==> src/rtl/control_hazard_pipeline_tracker.sv <==
// Three-stage destination-type tracker feeding the control hazard detector.
// Optional hazard stall counter enabled by defining TIA_HAZARD_STALL_COUNTER_EN.
module control_hazard_pipeline_tracker #(
  parameter int unsigned STALL_COUNT_WIDTH = 16,
  parameter int unsigned TIA_DT_WIDTH = 2,
  parameter logic [TIA_DT_WIDTH-1:0] TIA_DESTINATION_TYPE_NULL = '0
) (
  input  logic                    clock,
  input  logic                    reset,
  input  logic                    issue_valid,
  input  logic [TIA_DT_WIDTH-1:0] issue_dt,
  output logic                    issue_ready,
  input  logic                    hazard,
  input  logic                    pipeline_stall,
  input  logic                    flush,
  output logic [TIA_DT_WIDTH-1:0] first_downstream_dt,
  output logic [TIA_DT_WIDTH-1:0] second_downstream_dt,
  output logic [TIA_DT_WIDTH-1:0] third_downstream_dt,
  output logic                    retire_valid,
`ifdef TIA_HAZARD_STALL_COUNTER_EN
  output logic [TIA_DT_WIDTH-1:0] retire_dt,
  output logic [STALL_COUNT_WIDTH-1:0] hazard_stall_count
`else
  output logic [TIA_DT_WIDTH-1:0] retire_dt
`endif
);

  typedef struct packed {
    logic                    valid;
    logic [TIA_DT_WIDTH-1:0] dt;
  } entry_t;

  // Index 0 is stage 1 (youngest), index 2 is stage 3 (oldest).
  entry_t stage_q [3];
  logic   fire;

  always_comb begin
    issue_ready = !hazard && !pipeline_stall && !flush;
    fire        = issue_valid && issue_ready;
  end

  always_ff @(posedge clock) begin
    if (reset || flush) begin
      for (int unsigned i = 0; i < 3; i++) begin
        stage_q[i] <= '0;
      end
    end else if (!pipeline_stall) begin
      stage_q[2] <= stage_q[1];
      stage_q[1] <= stage_q[0];
      stage_q[0] <= fire ? {1'b1, issue_dt} : '0;
    end
  end

  always_comb begin
    first_downstream_dt  = stage_q[0].valid ? stage_q[0].dt : TIA_DESTINATION_TYPE_NULL;
    second_downstream_dt = stage_q[1].valid ? stage_q[1].dt : TIA_DESTINATION_TYPE_NULL;
    third_downstream_dt  = stage_q[2].valid ? stage_q[2].dt : TIA_DESTINATION_TYPE_NULL;
    retire_valid         = stage_q[2].valid && !pipeline_stall && !flush;
    retire_dt            = retire_valid ? stage_q[2].dt : TIA_DESTINATION_TYPE_NULL;
  end

`ifdef TIA_HAZARD_STALL_COUNTER_EN
  logic [STALL_COUNT_WIDTH-1:0] count_q;

  // Saturating: holds at all-ones rather than wrapping.
  always_ff @(posedge clock) begin
    if (reset) begin
      count_q <= '0;
    end else if (issue_valid && hazard && !pipeline_stall && !flush && (count_q != '1)) begin
      count_q <= count_q + 1'b1;
    end
  end

  assign hazard_stall_count = count_q;
`endif

endmodule

==> config.mk <==
export PLATFORM = sky130hd
export DESIGN_NAME = control_hazard_pipeline_tracker
export DESIGN_NICKNAME = d
export VERILOG_FILES = /design/src/rtl/control_hazard_pipeline_tracker.sv
export SDC_FILE = /design/constraint.sdc
export NUM_CORES = 1
export LEC_CHECK = 0
export ABC_CLOCK_PERIOD_IN_PS = 2800
export BUFFER_PORTS_ARGS = -buffer_cell sky130_fd_sc_hd__buf_2
export CORE_AREA = 5 5 42 44
export CTS_BUF_LIST = sky130_fd_sc_hd__clkbuf_8
export DETAILED_ROUTE_END_ITERATION = 6
export DIE_AREA = 0 0 47 49
export PLACE_DENSITY_LB_ADDON = 0.25
export SYNTH_ARGS = -nofsm -noshare
export SYNTH_HDL_FRONTEND = slang
export SYNTH_SLANG_ARGS = --single-unit
==> constraint.sdc <==
create_clock -name clock -period 2.8 [get_ports clock]
set_input_delay 0.14 -clock clock [delete_from_list [all_inputs] [get_ports clock]]
set_output_delay 0.14 -clock clock [all_outputs]
set_load 0.005 [all_outputs]
==> flow_summary.toml, run 1 <==
[grt]
grt_pass1_wl_um = 1290
top_usage_layer = "met2"
antenna_found_initial = 0
grt_usage = 0.0833
grt_start_max_net_pins = 10
met2_usage = 0.131
use_met1 = 0.0797
gr-usage-met3 = 0.0332
grt_pass1_vias = 322
grt.overflow.total = 0

[placement]
place_ws_ns = 1.62
gp_congestion = 0.574
io_buffers = 17
placed_area_um2 = 533

[floorplan]
core_area_um2 = 1400
dieArea_um2 = 2300
pin_count = 18
die_x_um = 47
rows = 14
die_height_um = 49
start_util = 0.305

[sta]
fin_crit_sh = 0.420
period_needed_ns = 1.18
setup_violations = 0
layout_setup_ws_ns = 1.62
rsz0062_at_grt = "no"
relSlewSlack = 0.684
fin_worst_skew_ns = 0.00352
drv_slew = 0
fmax_ghz = 0.851
worst_pin_slew_ns = 0.470
finalHoldViolations = 0
fin_tns_setup_ns = 0

[worst_setup_path]
end_kind = "output port"
crit_start = "stage_q[0][8]$_SDFFCE_PN0P_"
worst-path-buf-inv = 1
r2r_start = "stage_q[0][5]$_SDFFCE_PN0P_"
reg2reg_depth = 1
cpMaxStageDelayCell = "edfxtp_1"
criticalPathCategory = "reg2out"
cp_max_fo = 3
cp.required_ns = 2.66
reg2reg_setup_slack_ns = 2.00
path_cells = "and2_1, nor3b_1, buf_2"
r2r_end = "stage_q[0][8]$_SDFFCE_PN0P_"
critical_path_cell_count = 3
max_stage_delay_ns = 0.39
cp.arrival_ns = 1.04
startpoint_type = "flop"
critical-path-top-delay-family = "flip-flops"
worstSetupEndpoint = "retire_dt[1]"

[min_path]
holdCritPathClass = "in2reg"

[drt]
firstDrtPassIters = 2
ant_nets = 0
vias = 320
drt_iter0_markers = 2
routed_wl_um = 837
drc = 0
wl_per_cell_um = 12.0
via_per_inst = 4.57

[final_layout]
regMostFlops = "stage_q"
final_cell_area_um2 = 578
largest_reg_flops = 9
final_nets = 63
antenna_cells = 0
drive_above_1_share = 0.426
mostFrequentLayoutCells = "17 x buf_2, 12 x and2_1, 9 x edfxtp_1, 4 x nor3_1"
mostFrequentLayoutCell = "buf_2"
syn_to_final_growth_pct = 35.1
top_regs = "stage_q x9"
fillers = 156

[clock_network]
post_cts_resized = 0
cts_num_sinks = 9
cts_hold_buf = 0
htreeDepth = 1
root_buffer = "clkbuf_8"
worst_skew_pair.late_latency_ns = 0.23
cts_tree = "yes"
cts.path.max_buffers = 2
cts_setup_buffers = 0
cts_buffers = 3
path_clk_slew_ns = 0.04

[synthesis]
synth_seq_cells = 9
yosysWarnings = 0
syn-cell-area_um2 = 428
netlist_instances = 33
syn_nets = 41
synth_seq_area_share = 0.632
synthDistinctLibCells = 8
avgSynthCellArea_um2 = 13.0

[power]
power_leakage_uw = 0.000266
p_per_area_nw_per_um2 = 559
ir_drop_v = 0.000214
power.total_uw = 323

[job]
maxCapViolCount = 0

[run_status]
status = "complete, no violations"
[synth_stat cells]
library cell  number  area share
nor3b_1            3       0.053
nor3b_2            1       0.029
edfxtp_1           9        0.63
or3b_2             1       0.020
or3_4              1       0.026
and2_1            12        0.18
nor3_1             4       0.047
nand2_1            2       0.018
[kinds of logic (layout without fill, tap and decap cells)]
kind of cell / count (synthesis) / after routing / synth area share
flip-flops: 9 / 9 / 0.632
buffers and inverters: 0 / 21 / 0
AND/OR/NAND/NOR: 24 / 24 / 0.368
[per-layer routing]
layer  wire length (um)  up-vias  share of wire
li1                   -      162              -
met1                339      146           0.41
met2                432       10           0.52
met3                 48        2          0.057
met4                 17        0          0.020
met5                  0        -              0
[stage by stage]
step | utilization | std cells | hold WS [ns]
2_1_floorplan | - | 33 | 0.310
3_3_place_gp | 0.380 | 66 | 0.480
3_5_place_dp | 0.380 | 66 | 0.480
4_1_cts | 0.413 | 70 | 0.231
5_1_grt | 0.413 | 70 | 0.238
6_report | 0.413 | 70 | 0.237
[layout make-up]
| class | instances | area, um^2 | area share |
|---|---|---|---|
| clock buffer | 3 | 41.3 | 0.0714 |
| clock inverter | 1 | 3.75 | 0.00649 |
| sequential | 9 | 270 | 0.468 |
| timing repair buffer | 17 | 85.1 | 0.147 |
| tap | 16 | 20.0 | 0.0346 |
| multi-input combinational | 24 | 158 | 0.273 |
[report_power, final]
group	switching (uW)	total, uW	internal, uW
combinational	9.65	18.3	8.63
sequential	2.63	157	154
clock	52.2	148	95.5
[how the worst min path moves through the flow]
stage | start | to | slack (ns) | cells past startpoint
2_1_floorplan | hazard | issue_ready | 0.31 | 1
4_1_cts | hazard | stage_q[0][2]$_SDFFCE_PN0P_ | 0.23 | 2
5_1_grt | hazard | stage_q[0][2]$_SDFFCE_PN0P_ | 0.24 | 2
6_report | hazard | stage_q[0][2]$_SDFFCE_PN0P_ | 0.24 | 2
3_5_place_dp | hazard | stage_q[0][2]$_SDFFCE_PN0P_ | 0.48 | 2
3_3_place_gp | hazard | stage_q[0][2]$_SDFFCE_PN0P_ | 0.48 | 2
(Power assumes the default switching activity.)
==> inputs of run 2 (changes only) <==
Settings changed: ABC_AREA from default to 1, ABC_CLOCK_PERIOD_IN_PS 2800 to 1100.
Clock period 2.8 ns to 1.1 ns, I/O delays scaled along.
==> run 2 against run 1 <==
Routed wire length decreased by 12%. Die area stayed put. Critical path depth is the same. Sequential power increased to 2.5 times the previous value.
==> flow_summary.toml, run 2 <==
[drt]
wl_met2_um = 359
wl_per_cell_um = 8.24
drt-met1-wl_um = 283
routed_wl_um = 733
firstDrtPassIters = 2
drt_iter0_markers = 7
ant_nets = 0
via_per_inst = 3.99
top_layer_used = "met3"
drc = 0
vias = 355
dr_wl_met3_um = 91

[min_path]
min_path_cells = 3
holdCritPathClass = "in2reg"

[power]
pwr-share-comb = 0.073
p_int_uw = 659
pwr-share-clk = 0.442
p_per_area_nw_per_um2 = 1300
ir_drop_v = 0.000768
power_frac_seq = 0.485
power_leakage_uw = 0.000362
p_switching_uw = 166
switching_share = 0.201

[final_layout]
top_regs = "stage_q x9"
final_util = 0.453
regMostFlops = "stage_q"
mostFrequentLayoutCell = "inv_1"
fin_cells = 89
final_nets = 82
multi_input_area_um2 = 131
syn_to_final_growth_pct = 33.1
regArea_um2 = 270
mostFrequentLayoutCells = "21 x inv_1, 17 x buf_2, 9 x edfxtp_1"
largest_reg_flops = 9
antenna_cells = 0
fillers = 148
drive_above_1_share = 0.411

[placement]
hpwl_um = 615
io_buffers = 17
gp_congestion = 0.670
place_ws_ns = 0.258
dp.cells = 85

[clock_network]
path_clk_slew_ns = 0.04
cts_setup_buffers = 0
post_cts_resized = 0
root_buffer = "clkbuf_8"
cts.path.max_buffers = 2
cts_hold_buf = 0
worst_skew_pair.late_latency_ns = 0.23
htreeDepth = 1
cts_buffers = 3
cts_tree = "yes"
cts_num_sinks = 9

[job]
maxCapViolCount = 0

[synthesis]
synth_area_leaders = "edfxtp_1 57%, inv_1 16%, nor2_2 7.9%"
ys.flop_type = "edfxtp_1"
netlist_instances = 51
syn_nets = 59
avgSynthCellArea_um2 = 9.35
netlist.area_leader.share = 0.567
synthDistinctLibCells = 9
synthTopCellsByCount = "20 x inv_1, 9 x edfxtp_1, 6 x nand2_1, 6 x nor2_1, 6 x nor2_2"
yosysWarnings = 0
synth_seq_cells = 9
yosysMostFrequentCell = "inv_1"
yosys.area.top_type = "edfxtp_1"
synth-edff-count = 9
synth_seq_area_share = 0.567
async_reset_ff_frac = 0
syn-cell-area_um2 = 477

[worst_setup_path]
cp.arrival_ns = 0.89
reg2reg_depth = 2
end_kind = "output port"
criticalPathCategory = "reg2out"
cp.required_ns = 1.04
startpoint_type = "flop"
cp_max_fo = 3

[sta]
worst_pin_slew_ns = 0.192
relSlewSlack = 0.872
setup_violations = 0
layout_setup_ws_ns = 0.157
holdWs_ns = 0.126
finalHoldViolations = 0
rsz0062_at_grt = "no"
fmax_ghz = 1.06
fin_worst_skew_ns = 0.00133
period_needed_ns = 0.943
fin_crit_sh = 0.857
drv_slew = 0
fin_tns_setup_ns = 0

[grt]
grt_pass1_wl_um = 1240
grt_start_max_net_pins = 10
antenna_found_initial = 0
grt.overflow.total = 0
grt_pass1_vias = 329
grt_usage = 0.0749

[floorplan]
start_util = 0.340
pin_count = 18
die_x_um = 47
rows = 14
core_area_um2 = 1400
die_height_um = 49
dieArea_um2 = 2300

[run_status]
status = "complete, no violations"
## run 2: changes by cell type in the layout (fill, tap and decap cells not counted), moves of 3 or more
cell	before	now
nor2_2	0	6
nor2_1	0	6
inv_1	1	21
and2_1	12	0
nor3_1	4	0
nand2_1	2	6
nor3b_1	3	0
## run 2: cells by family (layout without fill, tap and decap cells)
group / count (synthesis) / count (layout) / synth area share
DFF: 9 / 9 / 0.567
and+or+nand+nor: 22 / 22 / 0.276
buffers and inverters: 20 / 42 / 0.157
## run 2: path summary, 6_finish.rpt
check / end / start / slack (ns)
worst min-delay path: stage_q[0][0]$_SDFFCE_PN0P_ / issue_dt[0] / 0.13
worst min register to register: stage_q[0][7]$_SDFFCE_PN0P_ / stage_q[0][4]$_SDFFCE_PN0P_ / 0.57
worst max-delay path: retire_dt[0] / stage_q[0][8]$_SDFFCE_PN0P_ / 0.16
worst max register to register: stage_q[0][5]$_SDFFCE_PN0P_ / stage_q[0][2]$_SDFFCE_PN0P_ / 0.33
## run 2: power by group through the flow
stage	Combinational, uW	Sequential, uW	Clock (uW)
floorplan	33.9	404	0
global placement	60.3	406	0
detailed placement	61.4	406	0
CTS	61.7	400	389
global route	68.4	402	398
finish	60.4	400	364
## run 2: final cells by class
cell class,instances,area share
Inverter,20,0.118
Clock inverter,1,0.00592
Tap cell,16,0.0316
Timing Repair Buffer,18,0.146
Multi-Input combinational cell,22,0.207
Clock buffer,3,0.0651
Sequential cell,9,0.426
## run 2: critical path: stages, from the launching register on
cell and delay [ns]:
edfxtp_1 0.40, nand2_1 0.10, nor2_1 0.05, buf_2 0.12
## run 2: per-stage QoR
stage,total power [uW],cell area [um^2]
2_1_floorplan,438,477
6_report,825,634
5_1_grt,868,634
3_3_place_gp,466,589
4_1_cts,850,634
3_5_place_dp,468,589
## run 2: metal layers
layer | GRT usage | vias to the layer above
met1 | 0.0894 | 149
met2 | 0.115 | 18
met5 | 0 | -
met4 | 0.0553 | 0
li1 | - | 188
met3 | 0.0111 | 0
